<file path="config.mk">
export PLATFORM = sky130hd
export DESIGN_NAME = time_of_day_counter
export DESIGN_NICKNAME = d
export VERILOG_FILES = /design/src/rtl/time_of_day_counter_pkg.sv /design/src/rtl/time_of_day_counter_mod_n_counter.sv /design/src/rtl/time_of_day_counter.sv
export SDC_FILE = /design/constraint.sdc
export NUM_CORES = 1
export LEC_CHECK = 0
export ABC_AREA = 1
export CAP_MARGIN = 40
export CORE_ASPECT_RATIO = 0.9
export CORE_MARGIN = 8
export CORE_UTILIZATION = 50
export DETAILED_ROUTE_END_ITERATION = 6
export HOLD_SLACK_MARGIN = 0.05
export PLACE_DENSITY = 0.83
export SETUP_SLACK_MARGIN = 0.3
export SLEW_MARGIN = 30
export SYNTH_ARGS = -nofsm -noshare
export SYNTH_HDL_FRONTEND = slang
export SYNTH_SLANG_ARGS = --single-unit
</file>
<file path="constraint.sdc">
create_clock -name clk -period 2.4 [get_ports clk]
set_input_delay 0.48 -clock clk [delete_from_list [all_inputs] [get_ports clk]]
set_output_delay 0.48 -clock clk [all_outputs]
set_load 0.05 [all_outputs]
</file>
<file path="src/rtl/time_of_day_counter_pkg.sv">
// Shared widths, limits and encodings for the minutes/hours time-of-day stage.
package time_of_day_counter_pkg;

  localparam int MIN_W       = 6;
  localparam int HR_W        = 5;
  localparam int MINUTES_MAX = 59;
  localparam int HOURS_MAX   = 23;

  typedef enum logic {
    ALARM_IDLE = 1'b0,
    ALARM_RING = 1'b1
  } alarm_state_e;

  localparam logic TGT_TIME  = 1'b0;
  localparam logic TGT_ALARM = 1'b1;

endpackage

</file>
<file path="src/rtl/time_of_day_counter_mod_n_counter.sv">
// Wrap-around counter 0..MAX with synchronous load; wrap_o flags the increment that returns to 0.
module mod_n_counter #(
  parameter int W   = 6,
  parameter int MAX = 59
) (
  input  logic         clk,
  input  logic         rst_n,
  input  logic         inc_i,
  input  logic         load_i,
  input  logic [W-1:0] load_val_i,
  output logic [W-1:0] value_o,
  output logic         wrap_o
);

  logic [W-1:0] value_q;
  logic [W-1:0] value_d;
  logic         at_max;

  assign at_max = (value_q == W'(MAX));
  assign wrap_o = inc_i & ~load_i & at_max;

  always_comb begin
    value_d = value_q;
    if (load_i) begin
      value_d = load_val_i;
    end else if (inc_i) begin
      value_d = at_max ? '0 : value_q + W'(1);
    end
  end

  always_ff @(posedge clk or negedge rst_n) begin
    if (!rst_n) begin
      value_q <= '0;
    end else begin
      value_q <= value_d;
    end
  end

  assign value_o = value_q;

endmodule

</file>
<file path="src/rtl/time_of_day_counter.sv">
// 24-hour minutes/hours counter with valid/ready time and alarm loads and a
// two-state alarm FSM that rings until ack, disable or a minute-tick timeout.
module time_of_day_counter
  import time_of_day_counter_pkg::*;
#(
  parameter int RING_TIMEOUT_MIN = 5
) (
  input  logic            clk,
  input  logic            rst_n,
  input  logic            tick_min,
  input  logic            set_valid,
  input  logic            set_target,
  input  logic [HR_W-1:0] set_hours,
  input  logic [MIN_W-1:0] set_minutes,
  output logic            set_ready,
  output logic            set_error,
  input  logic            alarm_en,
  input  logic            alarm_ack,
  output logic [MIN_W-1:0] minutes,
  output logic [HR_W-1:0] hours,
  output logic            hour_pulse,
  output logic            day_rollover,
  output logic            alarm
);

  localparam int RING_W = 6;

  logic             set_ready_q, set_error_q, hour_pulse_q, day_rollover_q;
  logic [HR_W-1:0]  alarm_hr_q;
  logic [MIN_W-1:0] alarm_min_q;
  alarm_state_e     state_q, state_d;
  logic [RING_W-1:0] ring_q, ring_d;

  logic             accept, range_ok, time_load, tick_eff, min_wrap, hr_wrap, match;
  logic [MIN_W-1:0] min_val, next_min;
  logic [HR_W-1:0]  hr_val, next_hr;

  assign accept    = set_valid & set_ready_q;
  assign range_ok  = (set_hours <= HR_W'(HOURS_MAX)) && (set_minutes <= MIN_W'(MINUTES_MAX));
  assign time_load = accept & (set_target == TGT_TIME);
  // Any accepted time load, valid or not, swallows a coincident tick.
  assign tick_eff  = tick_min & ~time_load;

  mod_n_counter #(.W(MIN_W), .MAX(MINUTES_MAX)) u_min (
    .clk       (clk),
    .rst_n     (rst_n),
    .inc_i     (tick_eff),
    .load_i    (time_load & range_ok),
    .load_val_i(set_minutes),
    .value_o   (min_val),
    .wrap_o    (min_wrap)
  );

  mod_n_counter #(.W(HR_W), .MAX(HOURS_MAX)) u_hr (
    .clk       (clk),
    .rst_n     (rst_n),
    .inc_i     (min_wrap),
    .load_i    (time_load & range_ok),
    .load_val_i(set_hours),
    .value_o   (hr_val),
    .wrap_o    (hr_wrap)
  );

  // Time the counters will show after this edge, used for the alarm match.
  assign next_min = min_wrap ? '0 : min_val + MIN_W'(1);
  assign next_hr  = hr_wrap ? '0 : (min_wrap ? hr_val + HR_W'(1) : hr_val);
  assign match    = tick_eff & alarm_en & (next_min == alarm_min_q) & (next_hr == alarm_hr_q);

  always_ff @(posedge clk or negedge rst_n) begin
    if (!rst_n) begin
      set_ready_q    <= 1'b0;
      set_error_q    <= 1'b0;
      hour_pulse_q   <= 1'b0;
      day_rollover_q <= 1'b0;
      alarm_hr_q     <= '0;
      alarm_min_q    <= '0;
    end else begin
      set_ready_q    <= 1'b1;
      set_error_q    <= accept & ~range_ok;
      hour_pulse_q   <= min_wrap;
      day_rollover_q <= min_wrap & hr_wrap;
      if (accept && range_ok && (set_target == TGT_ALARM)) begin
        alarm_hr_q  <= set_hours;
        alarm_min_q <= set_minutes;
      end
    end
  end

  always_ff @(posedge clk or negedge rst_n) begin
    if (!rst_n) begin
      state_q <= ALARM_IDLE;
      ring_q  <= '0;
    end else begin
      state_q <= state_d;
      ring_q  <= ring_d;
    end
  end

  // Exit conditions are checked before entry, so ack on the match cycle keeps IDLE.
  always_comb begin
    state_d = state_q;
    ring_d  = ring_q;
    case (state_q)
      ALARM_IDLE: begin
        if (match && !alarm_ack) begin
          state_d = ALARM_RING;
          ring_d  = '0;
        end
      end
      ALARM_RING: begin
        if (alarm_ack || !alarm_en ||
            (tick_min && (ring_q == RING_W'(RING_TIMEOUT_MIN - 1)))) begin
          state_d = ALARM_IDLE;
          ring_d  = '0;
        end else if (tick_min) begin
          ring_d = ring_q + RING_W'(1);
        end
      end
      default: begin
        state_d = ALARM_IDLE;
        ring_d  = '0;
      end
    endcase
  end

  always_comb begin
    alarm = (state_q == ALARM_RING);
  end

  assign set_ready    = set_ready_q;
  assign set_error    = set_error_q;
  assign minutes      = min_val;
  assign hours        = hr_val;
  assign hour_pulse   = hour_pulse_q;
  assign day_rollover = day_rollover_q;

endmodule

</file>
==> reports/results.md, run 1 <==
| Result | This run | Unit |
|---|---|---|
| Die Span X | 83.26 | microns |
| Synthesized instance count | 281 | - |
| Min-delay src | set_valid | - |
| Final worst path period share | 85.45 | % |
| Wire length reported by the detailed router | 5440 | microns |
| Total leakage power | 1.401 | nW |
| Post-synthesis net count | 303 | - |
| Seq pwr share | 35.3 | % |
| Kind of cell adding the most delay to the critical path | buffers and inverters | - |
| Maximum number of pins on one net before global-route repair | 34 | - |
| Most numerous cell in the Yosys netlist | sky130_fd_sc_hd__nand2_1 | - |
| Startpoint-to-endpoint class of the critical path | register to output port | - |
| Fraction of layout instances using a drive strength above 1 | 14.68 | % |
| Number of clock buffers inserted by TritonCTS | 5 | - |
| TritonCTS clock tree | yes | - |
| Number of global-route vias before repair | 1876 | - |
| EDFF count, synth | 0 | - |
| Clk sink count | 33 | - |
| Final hold slack | 0.5032 | ns |
| Final setup fails | 0 | - |
| Buf/Inv on CP | 1 | - |
| Critical path's slowest cell | sky130_fd_sc_hd__clkdlybuf4s50_1 | - |
| Power density over cell area | 838.0 | nW/um^2 |
| Antenna Nets Post-Route | 0 | - |
| Placeable core area | 3991 | sq um |
| Run status | complete, no violations | - |
| Number of fillers in the final layout | 318 | - |
| Netlist area before placement | 2036 | sq um |
| Number of distinct library cells after synthesis | 32 | - |
| Part of the total power dissipated in the clock network | 21.4 | % |
| Switching power as a share of total power | 42.96 | % |
| Global-route wire length before repair | 8749 | microns |
| Clock transition at path regs | 0.07 | ns |
| Critical Path AT | 1.57 | ns |
| Proportion of synthesized chip area in sequential cells | 40.57 | % |
| Antenna Diode Count | 0 | - |
| Required time of the critical path | 1.92 | ns |
| DIE AREA | 6372 | sq um |
| Area delta synth->final | 29.69 | % |
| FFs w/ async S/R, synth | 100.0 | % |
| Slew Viols, Final | 0 | - |
| Post-Syn Area per Cell | 7.244 | sq um |
| Placed wire-length estimate | 3708 | microns |
| Area share of the largest cell type after synthesis | 40.57 | % |
| Violation count after the first detailed-route iteration | 202 | - |
| Net switching power | 950.5 | uW |
| Cell types occupying the most area after synthesis | sky130_fd_sc_hd__dfrtp_1 41%, sky130_fd_sc_hd__nand2_1 15%, sky130_fd_sc_hd__inv_1 7.4% | - |
| Critical Path Sink Type | output port | - |
| Number of placed instances with taps included | 362 | - |
| F_max | 487.6 | MHz |
| Path category of the worst min-delay check | input port to register | - |
| Combinational share of power | 43.3 | % |
| Rel. slew slack | 56.93 | % |
| Slack of the worst reg-to-reg path | 0.39 | ns |
| Crit path launch type | register | - |
| Area used by sequential logic in the layout | 829.5 | sq um |
| Count of final hold-check violations | 0 | - |
| Primary FF master, synth | sky130_fd_sc_hd__dfrtp_1 | - |
| Worst vdd ir | 515.6 | uV |
| Nets@finish | 348 | - |
| Pre-Repair DR Iteration Count | 5 | - |
| Number of levels the H-tree was split into | 2 | - |
| Launching point of the worst reg2reg path | u_min.value_o[1] | - |
| Number of register bits inferred by synthesis | 33 | - |
| Max capacitance violation total | 0 | - |
| Via count | 2007 | - |
| Remaining routing DRC violations | 0 | - |
| I/O pin cnt | 34 | - |
| Deepest clock path buffer count | 2 | - |
| Worst stage delay on the critical path | 0.84 | ns |
| Average wire per cell in the routed design | 14.51 | microns |
| Final Util | 66.14 | % |
| Initial cell density of the core | 51.00 | % |
| Site Rows | 22 | - |
| Setup repair after global routing missed its margin | true | - |
| Setup Total Neg Slack | 0 | ns |
| Most instantiated cells after synthesis | 83 x sky130_fd_sc_hd__nand2_1, 40 x sky130_fd_sc_hd__inv_1, 33 x sky130_fd_sc_hd__dfrtp_1 | - |
| Tot Pwr | 2.212 | mW |
| Routability-driven placement congestion ratio | 0.9001 | - |
| Number of warnings issued by yosys | 0 | - |
| Input/output buffers | 33 | - |
| Combined area of the multi-input logic cells | 1095 | sq um |
| Clk Latency, worst-skew pair | 0.30 | ns |
| Final critical-path required period | 2.051 | ns |
| Cell accounting for the most synthesized area | sky130_fd_sc_hd__dfrtp_1 | - |
| Initial antenna violation count | 0 | - |
| CP max FO | 5 | - |
| Ordered list of cells on the worst path | clkdlybuf4s50_1 | - |
| Pin slew with the least headroom to its limit | 0.6418 | ns |
| Clock tree root buffer cell | sky130_fd_sc_hd__clkbuf_8 | - |
| Vias per std cell | 5.352 | - |
| Crit path from | u_hr.value_o[3] | - |
| Die H | 76.54 | microns |
| Max Clock Skew | 0.01090 | ns |
| Internal power | 1.262 | mW |
| Remaining global-route overflow | 0 | - |
| All-layer global routing usage | 16.30 | % |
| Number of non-filler instances in the completed layout | 375 | - |
metrics by stage:
step | instance area, sq um | setup WS [ns]
2_1_floorplan | 2038 | 0.3295
3_3_place_gp | 2432 | -0.03786
3_5_place_dp | 2432 | -0.06220
4_1_cts | 2537 | 0.3004
5_1_grt | 2640 | 0.2410
6_report | 2640 | 0.3491
layer usage:
| layer | global-route usage (%) | wire length [microns] | vias up |
|---|---|---|---|
| li1 | - | - | 986 |
| met1 | 21.23 | 2367 | 939 |
| met2 | 25.17 | 2597 | 71 |
| met3 | 4.060 | 395 | 11 |
| met4 | 6.316 | 80 | 0 |
| met5 | 0 | 0 | - |
logic make-up (layout without fill, tap and decap cells):
kind of cell,after synthesis,after routing,synth area share (%)
simple gates,161,164,36.57
buf+inv,47,90,9.404
flops,33,33,40.57
compound gates,30,30,8.666
xor+xnor,5,5,2.152
fa+ha+maj,4,4,2.459
other cells,1,1,0.1842
power groups by stage:
stage | clock, mW | sequential [mW] | combinational (mW)
after floorplan | 0 | 0.968 | 0.444
after global placement | 0 | 0.777 | 0.892
after detailed placement | 0 | 0.782 | 0.917
after CTS | 0.480 | 0.772 | 0.918
after global routing | 0.495 | 0.797 | 1.04
final | 0.474 | 0.781 | 0.957
worst paths after layout:
check	end	depth (start not counted)
worst max register to register	ring_q[0]	12
min in group asynchronous	alarm_min_q[5]	2
max in group asynchronous	u_min.value_o[0]	2
worst max-delay path	hours[3]	1
worst min register to register	alarm_hr_q[3]	2
worst min-delay path	set_error	3
state kept, by name, indices dropped and copies added (netlist names):
register / count
alarm_min_q: 6
set_error: 1
hour_pulse: 1
u_hr.value_o: 5
set_ready: 1
alarm: 1
u_min.value_o: 6
alarm_hr_q: 5
ring_q: 6
day_rollover: 1
area by class of cell:
type | count | share of cell area (%)
inverter | 42 | 5.972
sequential | 33 | 31.42
tap | 48 | 2.275
multi-input combinational | 204 | 41.47
timing repair buffer | 40 | 15.02
clock buffer | 7 | 3.649
clock inverter | 1 | 0.1896
what timing repair did:
item / in CTS / in global routing
cloned: 0 / 3
setup endpoints to repair: 7 / 10
pin swaps: 0 / 9
buffers inserted: 0 / 2
hold buffers: 0 / 0
gates resized for setup: 2 / 21
layout by cell type, fill, tap and decap left out, drive strengths merged:
cell,count
nand2,91
inv,42
dfrtp,33
nor2,31
nand3,30
clkdlybuf4s50,26
o21ai,13
a21oi,9
clkbuf,7
buf,7
dlymetal6s2s,6
nand4,5
ha,4
xnor2,3
o221ai,3
nand3b,2
nor3,2
xor2,2
a31oi,2
o211ai,2
and2,1
nor4,1
a31o,1
or2,1
clkinv,1
dlygate4sd2,1
conb,1
Power figures use the tool's default switching activity.
==> run 2: changes to the inputs <==
--- a/config.mk
+++ b/config.mk
@@ -5,14 +5,14 @@
 export SDC_FILE = /design/constraint.sdc
 export NUM_CORES = 1
 export LEC_CHECK = 0
-export ABC_AREA = 1
+export ABC_AREA = 0
 export CAP_MARGIN = 40
 export CORE_ASPECT_RATIO = 0.9
 export CORE_MARGIN = 8
 export CORE_UTILIZATION = 50
 export DETAILED_ROUTE_END_ITERATION = 6
 export HOLD_SLACK_MARGIN = 0.05
-export PLACE_DENSITY = 0.83
+export PLACE_DENSITY = 0.82
 export SETUP_SLACK_MARGIN = 0.3
 export SLEW_MARGIN = 30
 export SYNTH_ARGS = -nofsm -noshare
==> run 2 against run 1 <==
  * Area after synthesis up 2.3%
  * Highest routed layer unchanged
  * Worst setup slack worse by 0.10 ns
  * Cell count down 16%
  * Synthesized cell count down 25%
==> reports/results.md, run 2 <==
| Result | This run | Unit | Change |
|---|---|---|---|
| Post-synthesis net count | 232 | - | -23% |
| Setup Total Neg Slack | 0 | ns | unchanged |
| Count of final hold-check violations | 0 | - | unchanged |
| Final worst path period share | 89.75 | % | +4.3 points |
| Proportion of synthesized chip area in sequential cells | 39.66 | % | -0.90 points |
| Max Clock Skew | 0.004540 | ns | -0.006359 ns |
| Die Span X | 84.02 | microns | +0.91% |
| Area share of the largest cell type after synthesis | 39.66 | % | -0.90 points |
| Post-Syn Area per Cell | 9.914 | sq um | +37% |
| Number of levels the H-tree was split into | 2 | - | unchanged |
| Placed wire-length estimate | 3931 | microns | +6.0% |
| Area after DPL | 2577 | sq um | +6.0% |
| Antenna Nets Post-Route | 0 | - | unchanged |
| Critical Path Sink Type | register | - |  |
| Remaining global-route overflow | 0 | - | unchanged |
| Startpoint-to-endpoint class of the critical path | register to register | - |  |
| Input/output buffers | 33 | - | unchanged |
| Power density over cell area | 788.1 | nW/um^2 | -6.0% |
| Most instantiated cells after synthesis | 33 x sky130_fd_sc_hd__dfrtp_1, 20 x sky130_fd_sc_hd__nand2_1, 13 x sky130_fd_sc_hd__inv_1 | - |  |
| EDFF count, synth | 0 | - | unchanged |
| Setup repair after global routing missed its margin | true | - |  |
| Run status | complete, no violations | - |  |
| CTS Hold Buffers Added | 0 | - | unchanged |
| Pre-Repair DR Iteration Count | 4 | - | -1 |
| Tot Pwr | 2.235 | mW | +1.0% |
| Total leakage power | 1.214 | nW | -13% |
| Maximum number of pins on one net before global-route repair | 34 | - | unchanged |
| Max capacitance violation total | 0 | - | unchanged |
| All-layer global routing usage | 16.85 | % | +0.55 points |
| Detailed-routed wire length on met2 | 2660 | microns | +2.4% |
| Crit path launch type | register | - |  |
| Worst vdd ir | 706.0 | uV | +37% |
| Highest metal layer used by the detailed router | met4 | - |  |
| Combined area of the multi-input logic cells | 1272 | sq um | +16% |
| Required time of the critical path | 2.61 | ns | +0.69 ns |
| Remaining routing DRC violations | 0 | - | unchanged |
| Met3 Routed Length | 345 | microns | -13% |
| Netlist area before placement | 2082 | sq um | +2.3% |
| Final setup fails | 0 | - | unchanged |
| Pin slew with the least headroom to its limit | 0.5178 | ns | -0.1240 ns |
| Synthesized instance count | 210 | - | -25% |
| FFs w/ async S/R, synth | 100.0 | % | unchanged |
| Critical path's slowest cell | sky130_fd_sc_hd__dfrtp_2 | - |  |
| Number of placed instances with taps included | 297 | - | -18% |
| Clock transition at path regs | 0.07 | ns | about the same |
| Number of register bits inferred by synthesis | 33 | - | unchanged |
| Site Rows | 22 | - | unchanged |
| Slack of the worst reg-to-reg path | 0.25 | ns | -0.14 ns |
| Clk Latency, worst-skew pair | 0.29 | ns | about the same |
| Slew Viols, Final | 0 | - | unchanged |
| Placeable core area | 4046 | sq um | +1.4% |
| Final Cell Area | 2836 | sq um | +7.4% |
| Final hold slack | 0.5713 | ns | +0.06818 ns |
| Area delta synth->final | 36.24 | % |  |
| Vias per std cell | 5.984 | - | +12% |
| Cell types occupying the most area after synthesis | sky130_fd_sc_hd__dfrtp_1 40%, sky130_fd_sc_hd__mux2_2 5.9%, sky130_fd_sc_hd__nand2_1 3.6% | - |  |
| Cell accounting for the most synthesized area | sky130_fd_sc_hd__dfrtp_1 | - |  |
| Antenna Diode Count | 0 | - | unchanged |
| Number of non-filler instances in the completed layout | 315 | - | -16% |
| Fraction of layout instances using a drive strength above 1 | 31.84 | % | +17 points |
| Critical Path AT | 2.37 | ns | +0.80 ns |
| F_max | 464.2 | MHz | -4.8% |
| Primary FF master, synth | sky130_fd_sc_hd__dfrtp_1 | - |  |
| Via count | 1885 | - | -6.1% |
| Path category of the worst min-delay check | register to register | - |  |
| Violation count after the first detailed-route iteration | 98 | - | -51% |
| Highest-count cells in the layout ignoring fill and taps | 23 x sky130_fd_sc_hd__clkdlybuf4s50_1, 23 x sky130_fd_sc_hd__buf_4, 22 x sky130_fd_sc_hd__dfrtp_1 | - |  |
| Nets@finish | 288 | - | -17% |
| Worst stage delay on the critical path | 0.47 | ns | -0.37 ns |
| Worst-case setup slack after placement | -0.2017 | ns | -0.1395 ns |
| Number of warnings issued by yosys | 0 | - | unchanged |
| DIE AREA | 6488 | sq um | +1.8% |
| Average wire per cell in the routed design | 17.73 | microns | +22% |
| Rel. slew slack | 65.42 | % | +8.5 points |
| Number of global-route vias before repair | 1848 | - | -1.5% |
| Worst path setup slack after routing | 0.2459 | ns | -0.1033 ns |
| TritonCTS clock tree | yes | - |  |
| Clock tree root buffer cell | sky130_fd_sc_hd__clkbuf_8 | - |  |
| Number of distinct library cells after synthesis | 59 | - | +84% |
| Final Util | 70.10 | % | +4.0 points |
| Number of clock buffers inserted by TritonCTS | 5 | - | unchanged |
| Total routed wire length on the met1 layer | 2476 | microns | +4.6% |
| I/O pin cnt | 34 | - | unchanged |
| Deepest clock path buffer count | 2 | - | unchanged |
| Initial antenna violation count | 0 | - | unchanged |
| CP max FO | 8 | - | +3 |
| Wire length reported by the detailed router | 5584 | microns | +2.6% |
| Most numerous cell in the Yosys netlist | sky130_fd_sc_hd__dfrtp_1 | - |  |
| Final critical-path required period | 2.154 | ns | +0.1033 ns |
| Initial cell density of the core | 51.45 | % | +0.45 points |
| Area used by sequential logic in the layout | 839.6 | sq um | +1.2% |
| Ordered list of cells on the worst path | ha_4, buf_4, a32o_2, a2111oi_4, a2bb2oi_2, nand4_2, o21ai_4, mux2i_1 | - |  |
| Die H | 77.22 | microns | +0.89% |
| Routability-driven placement congestion ratio | 0.8812 | - | -2.1% |
| Global-route wire length before repair | 9059 | microns | +3.5% |
| Number of fillers in the final layout | 306 | - | -3.8% |
| Clk sink count | 33 | - | unchanged |
run 2: area by class of cell:
class	count	area share (%)
multi-input combinational	156	44.86
sequential	33	29.60
tap	48	2.117
timing repair buffer	56	17.82
clock buffer	7	3.397
clock inverter	1	0.1764
inverter	14	2.029
run 2: cell families (layout without fill, tap and decap cells):
family	count (synthesis)	in the layout	share of synthesized area (%)
AO/OA/AOI/OAI	59	59	21.57
XOR/XNOR	9	9	3.786
adder cells (fa/ha/maj)	4	4	2.404
buffers and inverters	21	78	4.567
flip-flops	33	33	39.66
multiplexers	14	14	7.392
other	1	1	0.1801
AND/OR/NAND/NOR	69	69	20.43
run 2: worst paths after layout:
kind,depth (start not counted),endpoint,start
setup reg to reg,8,ring_q[1],u_hr.value_o[0]
hold reg to reg,1,alarm_hr_q[2],alarm_hr_q[2]
min in group asynchronous,2,set_ready,rst_n
hold / removal,1,alarm_hr_q[2],alarm_hr_q[2]
max in group asynchronous,2,u_min.value_o[1],rst_n
setup / recovery,8,ring_q[1],u_hr.value_o[0]
run 2: where the power goes:
group	internal, mW	switching [mW]	total (mW)
clock	0.259	0.206	0.465
sequential	0.672	0.191	0.863
combinational	0.406	0.501	0.907
total	1.34	0.899	2.24
run 2: metal layers:
layer / GRT usage (%) / up-vias
met2: 26.70 / 61
met4: 6.034 / 0
met1: 21.34 / 908
met5: 0 / -
li1: - / 906
met3: 4.541 / 10
run 2: critical path: cells and delay by family, from the launching register on:
family,cells,cell delay (ns)
AOI/OAI and AO/OA,4,0.89
adders and majority gates,1,0.22
buffers and inverters,1,0.13
DFF,1,0.47
muxes,1,0.21
and+or+nand+nor,1,0.15
run 2: what timing repair did:
item | CTS | global route
buffers inserted | 3 | 7
pin swaps | 10 | 5
endpoints found under the setup margin | 8 | 11
resized for setup | 20 | 7
==> run 3: changes to the inputs <==
--- a/config.mk
+++ b/config.mk
@@ -14,6 +14,7 @@
 export HOLD_SLACK_MARGIN = 0.05
 export PLACE_DENSITY = 0.82
 export SETUP_SLACK_MARGIN = 0.3
+export SKIP_CTS_REPAIR_TIMING = 1
 export SLEW_MARGIN = 30
 export SYNTH_ARGS = -nofsm -noshare
 export SYNTH_HDL_FRONTEND = slang
==> run 3 against run 2 <==
  * Fmax is 2.1% lower
  * Sequential power hardly changed
  * Register-to-register slack worse by 0.04 ns
  * Cell count is 0.32% higher
  * Global-route usage is 0.38 points lower
  * Routed wire length is 0.47% lower
  * Non-clock buffer count is 1 higher
  * Worst setup slack worse by 0.045 ns
==> reports/results.md, run 3 (synthesis results as in run 2) <==
| Result | This run | Unit | Change |
|---|---|---|---|
| CP max FO | 4 | - | -4 |
| Required time of the critical path | 1.92 | ns | -0.69 ns |
| Final Util | 70.04 | % | about the same |
| GRT met2 Usage | 26.24 | % | -0.46 points |
| Crit path launch type | register | - |  |
| All-layer global routing usage | 16.48 | % | -0.38 points |
| Number of levels the H-tree was split into | 2 | - | unchanged |
| Final worst path period share | 91.64 | % | +1.9 points |
| Critical Path Sink Type | output port | - |  |
| Count of final hold-check violations | 0 | - | unchanged |
| Total leakage power | 1.221 | nW | +0.55% |
| Path category of the worst min-delay check | input port to register | - |  |
| Power density over cell area | 776.7 | nW/um^2 | -1.4% |
| Fraction of layout instances using a drive strength above 1 | 30.22 | % | -1.6 points |
| Violation count after the first detailed-route iteration | 82 | - | -16% |
| Nets@finish | 289 | - | +0.35% |
| Slew Viols, Final | 0 | - | unchanged |
| Crit path from | u_min.value_o[0] | - |  |
| Antenna Diode Count | 0 | - | unchanged |
| Wire length reported by the detailed router | 5558 | microns | -0.47% |
| Run status | complete, no violations | - |  |
| Setup repair after global routing missed its margin | true | - |  |
| Worst path setup slack after routing | 0.2008 | ns | -0.04514 ns |
| Placeable core area | 4046 | sq um | unchanged |
| Die Span X | 84.02 | microns | unchanged |
| Pin slew with the least headroom to its limit | 0.5145 | ns | -0.003257 ns |
| Startpoint-to-endpoint class of the critical path | register to output port | - |  |
| Final hold slack | 0.5672 | ns | -0.004158 ns |
| Final Cell Area | 2834 | sq um | about the same |
| Rel. slew slack | 65.64 | % | +0.22 points |
| Worst-case setup slack after placement | -0.2017 | ns | unchanged |
| Slack of the worst reg-to-reg path | 0.21 | ns | -0.04 ns |
| TritonCTS clock tree | yes | - |  |
| Routability-driven placement congestion ratio | 0.8812 | - | unchanged |
| Die H | 77.22 | microns | unchanged |
| Worst reg2reg path endpoint | ring_q[1] | - |  |
| Initial antenna violation count | 0 | - | unchanged |
| Remaining global-route overflow | 0 | - | unchanged |
| Worst vdd ir | 626.8 | uV | -11% |
| Number of global-route vias before repair | 1796 | - | -2.8% |
| Via count | 1918 | - | +1.8% |
| Maximum number of pins on one net before global-route repair | 34 | - | unchanged |
| Antenna Nets Post-Route | 0 | - | unchanged |
| Max Clock Skew | 0.004661 | ns | +0.0001205 ns |
| Deepest clock path buffer count | 2 | - | unchanged |
| Vias per std cell | 6.070 | - | +1.4% |
| Final setup fails | 0 | - | unchanged |
| Max capacitance violation total | 0 | - | unchanged |
| Endpoint of the most critical setup path | minutes[0] | - |  |
| Clock tree root buffer cell | sky130_fd_sc_hd__clkbuf_8 | - |  |
| Remaining routing DRC violations | 0 | - | unchanged |
| Area delta synth->final | 36.12 | % | about the same |
| Global-route wire length before repair | 8859 | microns | -2.2% |
| Launching point of the worst reg2reg path | u_hr.value_o[1] | - |  |
| Cell depth of the worst hold path | 3 | - | +2 |
| Average wire per cell in the routed design | 17.59 | microns | -0.78% |
| Initial cell density of the core | 51.45 | % | unchanged |
| Layer carrying the most global-route usage | met2 | - |  |
| F_max | 454.7 | MHz | -2.1% |
| Highest-count cells in the layout ignoring fill and taps | 27 x sky130_fd_sc_hd__clkdlybuf4s50_1, 24 x sky130_fd_sc_hd__buf_4, 23 x sky130_fd_sc_hd__dfrtp_1 | - |  |
| Clk sink count | 33 | - | unchanged |
| Met3 global-route usage | 4.224 | % | -0.32 points |
| Worst reg-to-reg path cell count | 8 | - | unchanged |
| Area after DPL | 2577 | sq um | unchanged |
| Input/output buffers | 33 | - | unchanged |
| Clk Latency, worst-skew pair | 0.29 | ns | about the same |
| Final critical-path required period | 2.199 | ns | +0.04514 ns |
| I/O pin cnt | 34 | - | unchanged |
| Placed wire-length estimate | 3931 | microns | unchanged |
| DIE AREA | 6488 | sq um | unchanged |
| Site Rows | 22 | - | unchanged |
| Clock transition at path regs | 0.07 | ns | about the same |
| Met1 Track Usage GR | 21.14 | % | -0.20 points |
| Pre-Repair DR Iteration Count | 4 | - | unchanged |
| Critical Path AT | 1.72 | ns | -0.65 ns |
| Number of clock buffers inserted by TritonCTS | 5 | - | unchanged |
| Setup Total Neg Slack | 0 | ns | unchanged |
| Commonest non-fill, non-tap cell in the layout | sky130_fd_sc_hd__clkdlybuf4s50_1 | - |  |
## run 3: layout make-up
type	count	area, sq um
well taps	48	60.06
clock inverters	1	5.005
flip-flops and latches	33	838.3
inverters	14	55.05
multi-input cells	156	1254
clock buffers	7	96.34
repair buffers	57	525.5
fillers	308	1212
## run 3: worst min path at each step
stage,startpoint,end
after floorplan,rst_n,alarm
after global placement,alarm_hr_q[2],alarm_hr_q[2]
after detailed placement,alarm_min_q[0],alarm_min_q[0]
after CTS,alarm_min_q[0],alarm_min_q[0]
after global routing,set_valid,set_error
final,set_valid,set_error
## run 3: routing by layer
layer | up-vias | wire (microns)
li1 | 907 | -
met1 | 935 | 2442
met2 | 67 | 2674
met3 | 9 | 370
met4 | 0 | 71
met5 | - | 0
## run 3: worst max-delay path, stage by stage, from the launching register on
cell and delay [ns]:
sky130_fd_sc_hd__dfrtp_2 0.41, sky130_fd_sc_hd__buf_4 0.13, sky130_fd_sc_hd__buf_4 0.10, sky130_fd_sc_hd__clkdlybuf4s50_1 0.79
## run 3: report_power, final
group / switching [mW] / internal, mW / total [mW]
registers: 0.196 / 0.671 / 0.866
logic: 0.479 / 0.387 / 0.866
clock network: 0.209 / 0.259 / 0.469
## run 3: metrics by stage
stage / cells / total power, mW
4_1_cts: 305 / 2.117
3_5_place_dp: 297 / 1.642
5_1_grt: 316 / 2.314
6_report: 316 / 2.201
2_1_floorplan: 210 / 1.386
3_3_place_gp: 297 / 1.619
